<file path="config.mk">
export PLATFORM = sky130hd
export DESIGN_NAME = program_loader_flat
export DESIGN_NICKNAME = d
export VERILOG_FILES = /design/src/rtl/program_loader_if.sv /design/src/rtl/program_loader.sv /design/src/flat_wrapper.sv
export SDC_FILE = /design/constraint.sdc
export NUM_CORES = 1
export LEC_CHECK = 0
export CAP_MARGIN = 20
export CORE_AREA = 2 2 244 186
export CTS_BUF_LIST = sky130_fd_sc_hd__clkbuf_8
export CTS_CLUSTER_SIZE = 28
export DETAILED_ROUTE_END_ITERATION = 10
export DIE_AREA = 0 0 246 188
export SLEW_MARGIN = 20
export SYNTH_ARGS = -nofsm -noshare
export SYNTH_HDL_FRONTEND = slang
export SYNTH_SLANG_ARGS = --single-unit
export TNS_END_PERCENT = 100
</file>
<file path="constraint.sdc">
create_clock -name clk -period 3.4 [get_ports clk]
set_clock_uncertainty 0.05 [all_clocks]
set_input_delay 0.34 -clock clk [delete_from_list [all_inputs] [get_ports clk]]
set_output_delay 0.34 -clock clk [all_outputs]
set_load 0.01 [all_outputs]
</file>
<file path="src/rtl/program_loader_if.sv">
// Host-link and memory-port bundle for program_loader.
//   rx_data/rx_valid/rx_ready  : byte stream from the host (valid/ready)
//   addr_ext/wdata_ext/wen_ext : instruction memory write port (32-bit words)
//   addr_ext_2/wdata_ext_2/wen_ext_2 : data memory write port (64-bit words)
//   cpu_enable, busy, err      : loader status towards the cpu / system
// master = the loader itself, slave = host link plus memories/cpu.
interface program_loader_if;
  logic [7:0]  rx_data;
  logic        rx_valid;
  logic        rx_ready;
  logic [63:0] addr_ext;
  logic [31:0] wdata_ext;
  logic        wen_ext;
  logic [63:0] addr_ext_2;
  logic [63:0] wdata_ext_2;
  logic        wen_ext_2;
  logic        cpu_enable;
  logic        busy;
  logic        err;

  modport master (
    input  rx_data, rx_valid,
    output rx_ready, addr_ext, wdata_ext, wen_ext,
    output addr_ext_2, wdata_ext_2, wen_ext_2,
    output cpu_enable, busy, err
  );

  modport slave (
    output rx_data, rx_valid,
    input  rx_ready, addr_ext, wdata_ext, wen_ext,
    input  addr_ext_2, wdata_ext_2, wen_ext_2,
    input  cpu_enable, busy, err
  );
endinterface

</file>
<file path="src/rtl/program_loader.sv">
// Boot-time loader: parses a byte stream (magic 0xA5, n_i, n_d, instruction
// words, data words), writes the words into instruction/data memory and then
// starts the cpu through cpu_enable.
// Ports:
//   clk  : single clock
//   rst  : synchronous active-high reset
//   bus  : program_loader_if.master (stream input, both memory write ports,
//          cpu_enable/busy/err status)
module program_loader #(
  parameter int IMEM_WORDS = 512,
  parameter int DMEM_WORDS = 1024
) (
  input  logic             clk,
  input  logic             rst,
  program_loader_if.master bus
);

  localparam logic [2:0] S_IDLE = 3'd0;
  localparam logic [2:0] S_HDR  = 3'd1;
  localparam logic [2:0] S_IMEM = 3'd2;
  localparam logic [2:0] S_DMEM = 3'd3;
  localparam logic [2:0] S_RUN  = 3'd4;
  localparam logic [2:0] S_ERR  = 3'd5;

  localparam logic [7:0]  MAGIC    = 8'hA5;
  localparam logic [16:0] IMEM_LIM = 17'(IMEM_WORDS);
  localparam logic [16:0] DMEM_LIM = 17'(DMEM_WORDS);

  logic [2:0]  state_reg, state_next;
  logic [1:0]  hdr_cnt_reg, hdr_cnt_next;
  logic [15:0] n_i_reg, n_i_next;
  logic [15:0] n_d_reg, n_d_next;
  logic [2:0]  byte_cnt_reg, byte_cnt_next;
  logic [15:0] word_idx_reg, word_idx_next;
  logic [63:0] word_reg, word_next;
  logic [63:0] addr_i_reg, addr_i_next;
  logic [31:0] wdata_i_reg, wdata_i_next;
  logic        wen_i_reg, wen_i_next;
  logic [63:0] addr_d_reg, addr_d_next;
  logic [63:0] wdata_d_reg, wdata_d_next;
  logic        wen_d_reg, wen_d_next;
  logic        cpu_enable_reg, cpu_enable_next;
  logic        rx_ready_reg, rx_ready_next;

  logic        accept;
  logic [63:0] word_merged;
  logic [15:0] nd_full;

  assign accept = bus.rx_valid && rx_ready_reg;

  always_comb begin
    state_next    = state_reg;
    hdr_cnt_next  = hdr_cnt_reg;
    n_i_next      = n_i_reg;
    n_d_next      = n_d_reg;
    byte_cnt_next = byte_cnt_reg;
    word_idx_next = word_idx_reg;
    word_next     = word_reg;
    addr_i_next   = addr_i_reg;
    wdata_i_next  = wdata_i_reg;
    wen_i_next    = 1'b0;
    addr_d_next   = addr_d_reg;
    wdata_d_next  = wdata_d_reg;
    wen_d_next    = 1'b0;

    // Partial word with the incoming byte dropped into its lane; this is the
    // complete word on the last byte, so the write never waits a cycle.
    word_merged = word_reg;
    word_merged[{byte_cnt_reg, 3'b000} +: 8] = bus.rx_data;
    // Full n_d as it will be once the 4th header byte lands.
    nd_full = {bus.rx_data, n_d_reg[7:0]};

    if (accept) begin
      case (state_reg)
        S_IDLE: begin
          if (bus.rx_data == MAGIC) begin
            state_next   = S_HDR;
            hdr_cnt_next = 2'd0;
          end
        end
        S_HDR: begin
          hdr_cnt_next = hdr_cnt_reg + 2'd1;
          case (hdr_cnt_reg)
            2'd0: n_i_next[7:0]  = bus.rx_data;
            2'd1: n_i_next[15:8] = bus.rx_data;
            2'd2: n_d_next[7:0]  = bus.rx_data;
            default: begin
              n_d_next[15:8] = bus.rx_data;
              byte_cnt_next  = 3'd0;
              word_idx_next  = 16'd0;
              word_next      = 64'd0;
              if (({1'b0, n_i_reg} > IMEM_LIM) || ({1'b0, nd_full} > DMEM_LIM))
                state_next = S_ERR;
              else if (n_i_reg != 16'd0)
                state_next = S_IMEM;
              else if (nd_full != 16'd0)
                state_next = S_DMEM;
              else
                state_next = S_RUN;
            end
          endcase
        end
        S_IMEM: begin
          if (byte_cnt_reg == 3'd3) begin
            wen_i_next    = 1'b1;
            addr_i_next   = {46'd0, word_idx_reg, 2'b00};
            wdata_i_next  = word_merged[31:0];
            word_next     = 64'd0;
            byte_cnt_next = 3'd0;
            if (word_idx_reg == n_i_reg - 16'd1) begin
              word_idx_next = 16'd0;
              state_next    = (n_d_reg != 16'd0) ? S_DMEM : S_RUN;
            end else begin
              word_idx_next = word_idx_reg + 16'd1;
            end
          end else begin
            word_next     = word_merged;
            byte_cnt_next = byte_cnt_reg + 3'd1;
          end
        end
        S_DMEM: begin
          if (byte_cnt_reg == 3'd7) begin
            wen_d_next    = 1'b1;
            addr_d_next   = {45'd0, word_idx_reg, 3'b000};
            wdata_d_next  = word_merged;
            word_next     = 64'd0;
            byte_cnt_next = 3'd0;
            if (word_idx_reg == n_d_reg - 16'd1) begin
              word_idx_next = 16'd0;
              state_next    = S_RUN;
            end else begin
              word_idx_next = word_idx_reg + 16'd1;
            end
          end else begin
            word_next     = word_merged;
            byte_cnt_next = byte_cnt_reg + 3'd1;
          end
        end
        default: ;
      endcase
    end

    // Hold off cpu start while the final write strobe is going out, so the
    // last memory write is always seen before the cpu runs.
    cpu_enable_next = (state_next == S_RUN) && !wen_i_next && !wen_d_next;
    rx_ready_next   = (state_next == S_IDLE) || (state_next == S_HDR) ||
                      (state_next == S_IMEM) || (state_next == S_DMEM);
  end

  always_ff @(posedge clk) begin
    if (rst) begin
      state_reg      <= S_IDLE;
      hdr_cnt_reg    <= 2'd0;
      n_i_reg        <= 16'd0;
      n_d_reg        <= 16'd0;
      byte_cnt_reg   <= 3'd0;
      word_idx_reg   <= 16'd0;
      word_reg       <= 64'd0;
      addr_i_reg     <= 64'd0;
      wdata_i_reg    <= 32'd0;
      wen_i_reg      <= 1'b0;
      addr_d_reg     <= 64'd0;
      wdata_d_reg    <= 64'd0;
      wen_d_reg      <= 1'b0;
      cpu_enable_reg <= 1'b0;
      rx_ready_reg   <= 1'b0;
    end else begin
      state_reg      <= state_next;
      hdr_cnt_reg    <= hdr_cnt_next;
      n_i_reg        <= n_i_next;
      n_d_reg        <= n_d_next;
      byte_cnt_reg   <= byte_cnt_next;
      word_idx_reg   <= word_idx_next;
      word_reg       <= word_next;
      addr_i_reg     <= addr_i_next;
      wdata_i_reg    <= wdata_i_next;
      wen_i_reg      <= wen_i_next;
      addr_d_reg     <= addr_d_next;
      wdata_d_reg    <= wdata_d_next;
      wen_d_reg      <= wen_d_next;
      cpu_enable_reg <= cpu_enable_next;
      rx_ready_reg   <= rx_ready_next;
    end
  end

  assign bus.rx_ready    = rx_ready_reg;
  assign bus.addr_ext    = addr_i_reg;
  assign bus.wdata_ext   = wdata_i_reg;
  assign bus.wen_ext     = wen_i_reg;
  assign bus.addr_ext_2  = addr_d_reg;
  assign bus.wdata_ext_2 = wdata_d_reg;
  assign bus.wen_ext_2   = wen_d_reg;
  assign bus.cpu_enable  = cpu_enable_reg;
  assign bus.busy        = (state_reg == S_HDR) || (state_reg == S_IMEM) ||
                           (state_reg == S_DMEM);
  assign bus.err         = (state_reg == S_ERR);

endmodule

</file>
<file path="src/flat_wrapper.sv">
// flat-port wrapper written by rule: the top's interface ports become plain ports
module program_loader_flat 
#(
  parameter int IMEM_WORDS = 512,
  parameter int DMEM_WORDS = 1024
)
  (clk, rst, bus_rx_data, bus_rx_valid, bus_rx_ready, bus_addr_ext, bus_wdata_ext, bus_wen_ext, bus_addr_ext_2, bus_wdata_ext_2, bus_wen_ext_2, bus_cpu_enable, bus_busy, bus_err);
  program_loader_if bus_i ();
  input  logic clk;
  input  logic rst;
  input wire logic [$bits(bus_i.rx_data)-1:0] bus_rx_data;
  input wire logic [$bits(bus_i.rx_valid)-1:0] bus_rx_valid;
  output wire logic [$bits(bus_i.rx_ready)-1:0] bus_rx_ready;
  output wire logic [$bits(bus_i.addr_ext)-1:0] bus_addr_ext;
  output wire logic [$bits(bus_i.wdata_ext)-1:0] bus_wdata_ext;
  output wire logic [$bits(bus_i.wen_ext)-1:0] bus_wen_ext;
  output wire logic [$bits(bus_i.addr_ext_2)-1:0] bus_addr_ext_2;
  output wire logic [$bits(bus_i.wdata_ext_2)-1:0] bus_wdata_ext_2;
  output wire logic [$bits(bus_i.wen_ext_2)-1:0] bus_wen_ext_2;
  output wire logic [$bits(bus_i.cpu_enable)-1:0] bus_cpu_enable;
  output wire logic [$bits(bus_i.busy)-1:0] bus_busy;
  output wire logic [$bits(bus_i.err)-1:0] bus_err;
  assign bus_i.rx_data = bus_rx_data;
  assign bus_i.rx_valid = bus_rx_valid;
  assign bus_rx_ready = bus_i.rx_ready;
  assign bus_addr_ext = bus_i.addr_ext;
  assign bus_wdata_ext = bus_i.wdata_ext;
  assign bus_wen_ext = bus_i.wen_ext;
  assign bus_addr_ext_2 = bus_i.addr_ext_2;
  assign bus_wdata_ext_2 = bus_i.wdata_ext_2;
  assign bus_wen_ext_2 = bus_i.wen_ext_2;
  assign bus_cpu_enable = bus_i.cpu_enable;
  assign bus_busy = bus_i.busy;
  assign bus_err = bus_i.err;
  program_loader #(.IMEM_WORDS(IMEM_WORDS), .DMEM_WORDS(DMEM_WORDS)) u_core (.clk(clk), .rst(rst), .bus(bus_i));
endmodule
</file>
==> results.md <==
* Outcome: complete, no violations
* Vias in the first global route at 9678
* Worst Setup End Kind: register
* Static leakage at 5.19 nW
* Worst R2R End: u_core.word_idx_reg[9]$_SDFFE_PP0P_
* Reg2Reg Setup Slack at 0.24 ns
* Flop pwr share at 48.4%
* Hold path startpoint: rst
* Clock period minus worst slack at 3.16 ns
* Hold endpoint: u_core.word_reg[4]$_SDFFE_PP0P_
* WP buf/inv at 1
* Largest net degree at the start of global routing at 137
* Die area at 46200 um^2
* Gpl congestion at 0.853
* Max Root-Sink Buffers at 3
* Fmax achieved at 317 MHz
* Flops & latches, synth at 252
* GRT Util Overall at 15.2%
* # resized after CTS at 0
* Tcrit/Tclk final at 92.9%
* Unrepaired setup endpoints after global routing: false
* Avg Inst Size Synth at 8.36 um^2
* Sw frac at 23.7%
* Max-slew headroom at 27.2%
* Delay-heaviest family, CP: simple AND/OR/NAND/NOR gates
* Vias at 10500
* Largest area contributor in the synthesized netlist: dfxtp_1
* Initial DRT Pass Iterations at 5
* Yosys warning total at 0
* FFs w/ async S/R, synth at 0%
* Ys flop type: dfxtp_1
* CP Class: register to register
* Worst slew pin tran at 1.09 ns
* Hold Fails Final Rpt at 0
* Fin nets at 1580
* Psw at 0.00144 W
* # setup viols final at 0
* Ports at 241
* Min Hold Slack at 0.304 ns
* Drt drc at 0
* Share of power burned in combinational logic at 3.1%
* Initial drt markers at 689
* Starting Density at 27.5%
* Worst setup SP type: register
* CTS tree: built
* Crit path max-delay cell type: or4_1
* Hold Buf Count CTS at 0
* Synth top cells by count: dfxtp_1, nor2_1, nand2_1
* Worst VDD drop at 0.000216 V
* Critical Path Stages at 9
* Number of synthesized flops with an enable pin at 0
* Die W at 246 um
* Post-route antenna net violation count at 0
* Clock Root Buffer: clkbuf_8
* Library cells used by synthesis at 66
* Most common cell in the netlist: dfxtp_1
* Total routed wirelength at 36300 um
* Worst path max stage delay at 0.69 ns
* First-pass GRT wire length at 55800 um
* CTS Sinks at 252
* Power density over cell area at 412 nW/um^2
* PortBufs at 144
* Slew Viols, Final at 0
* Syn Inst Count at 1449
* Req. time, crit path at 3.85 ns
* CP cell instances: or4_1, o41ai_1, a21boi_0, o311ai_0, nand4_1, a2bb2oi_2, buf_12, or4b_1, a31oi_1
* CTS clk-pin slew, worst paths at 0.06 ns
* Mapped Area at 12100 um^2
* Die Ht at 188 um
* Routed WL per cell at 16.7 um
* Seq/Total Area, Yosys at 41.6%
* Worst r2r src: u_core.n_i_reg[2]$_SDFFE_PP0P_
* Clock group share of total power at 48.4%
* Final TNS setup at 0 ns
* Top area cells in the synthesized netlist: dfxtp_1, nor2_1, mux2i_1
* Layout cells sized above 1 at 8.74%
* Share of Yosys cell area claimed by the top area cell type at 41.6%
* Via density at 4.83
* Row Count at 67
* Clk_lat worst skew at 0.58 ns
* Core ar. at 44000 um^2
* P_int at 0.00466 W
* MaxCap Viol Count at 0
* Num CTS Buffers at 45
* Final HPWL DP at 24500 um
* GRT Residual Overflow at 0
* Worst Hold Class: input pin to register
* H-Tree Depth at 2
* Worst EP arrival at 3.61 ns
* Total Power at 0.00610 W
* Worst reg2reg path depth at 9
* Final std cells w/o fill at 2177
* Crit-path max FO at 18
* Setup repair bufs after CTS at 0
* Cells after DPL at 2095
* Fill cell count at 4568
* Initial antenna violation count at 1
* WHS Path Cells at 2
* P&R area growth vs syn at 22.2%
cell type report:
type | instances | area [um^2] | area share (%)
Multi-Input combinational cell | 1045 | 6140 | 41.5
Inverter | 19 | 71.3 | 0.482
Antenna cell | 1 | 2.50 | 0.0169
Sequential cell | 252 | 5040 | 34.1
Clock inverter | 20 | 111 | 0.752
Timing Repair Buffer | 193 | 1860 | 12.6
Clock buffer | 61 | 840 | 5.67
Tap cell | 586 | 733 | 4.95
worst reg2reg max path: cells and delay by family (launching register included):
family | cells | cell delay, ns
AO/OA/AOI/OAI | 5 | 1.14
buffers and inverters | 1 | 0.17
flip-flops | 1 | 0.39
AND/OR/NAND/NOR | 3 | 1.34
routing by layer:
layer,wire [um],GRT usage [%],share of wire [%],vias up
met5,0,0,0,-
met1,17300,22.0,48,4980
met2,15400,21.5,42,320
met4,740,4.55,2.0,0
met3,2820,4.11,7.8,58
li1,-,-,-,5161
power by group through the flow:
| stage | clock network, W | logic, W | registers [W] |
|---|---|---|---|
| floorplan | 0 | 0.000204 | 0.00302 |
| global placement | 0 | 0.000188 | 0.00302 |
| detailed placement | 0 | 0.000189 | 0.00302 |
| CTS | 0.00305 | 0.000189 | 0.00295 |
| global route | 0.00319 | 0.000207 | 0.00295 |
| finish | 0.00295 | 0.000191 | 0.00296 |
placed cells by master, fill, tap and decap left out, drive strengths merged, types with 6 or more instances in the layout:
| cell type | count |
|---|---|
| a211oi | 98 |
| a21o | 7 |
| a21oi | 80 |
| a22oi | 8 |
| a31oi | 7 |
| a32oi | 57 |
| buf | 50 |
| clkbuf | 61 |
| clkdlybuf4s50 | 143 |
| conb | 96 |
| dfxtp | 252 |
| ha | 13 |
| inv | 34 |
| mux2i | 75 |
| nand2 | 147 |
| nand2b | 6 |
| nand3 | 38 |
| nand4 | 13 |
| nor2 | 209 |
| nor2b | 9 |
| nor3 | 22 |
| nor4 | 21 |
| o21ai | 14 |
| or2 | 6 |
| or3 | 18 |
| or4 | 8 |
| xnor2 | 28 |
| xor2 | 8 |
cells by family (layout without fill, tap and decap cells):
| family | Yosys count | in the layout | share of synthesized area (%) |
|---|---|---|---|
| and+or+nand+nor | 524 | 524 | 19.7 |
| AOI/OAI and AO/OA | 300 | 300 | 17.6 |
| DFF | 252 | 252 | 41.6 |
| buffers and inverters | 247 | 293 | 10.8 |
| muxes | 76 | 76 | 6.29 |
| xor gates and xnor gates | 36 | 36 | 2.60 |
| adders and majority gates | 13 | 13 | 1.34 |
| other | 1 | 97 | 0.0309 |
worst max path at each step:
stage	start	endpoint	slack (ns)
after floorplan	u_core.n_i_reg[0]$_SDFFE_PP0P_	u_core.word_idx_reg[1]$_SDFFE_PP0P_	0.42
after global placement	bus_rx_data[4]	u_core.state_reg[0]$_SDFF_PP0_	0.33
after detailed placement	bus_rx_data[4]	u_core.state_reg[0]$_SDFF_PP0_	0.27
after CTS	u_core.n_i_reg[2]$_SDFFE_PP0P_	u_core.word_idx_reg[9]$_SDFFE_PP0P_	0.31
after global routing	u_core.n_i_reg[2]$_SDFFE_PP0P_	u_core.word_idx_reg[9]$_SDFFE_PP0P_	0.03
final	u_core.n_i_reg[2]$_SDFFE_PP0P_	u_core.word_idx_reg[9]$_SDFFE_PP0P_	0.24
through the flow:
stage / instance area (um^2) / util [%] / worst slack (ns)
5_1_grt: 14800 / 33.6 / 0.0344
3_5_place_dp: 13900 / 31.5 / 0.268
3_3_place_gp: 13900 / 31.5 / 0.332
2_1_floorplan: 12500 / - / 0.417
6_report: 14800 / 33.6 / 0.241
4_1_cts: 14800 / 33.6 / 0.308
Power figures use the tool's default switching activity.
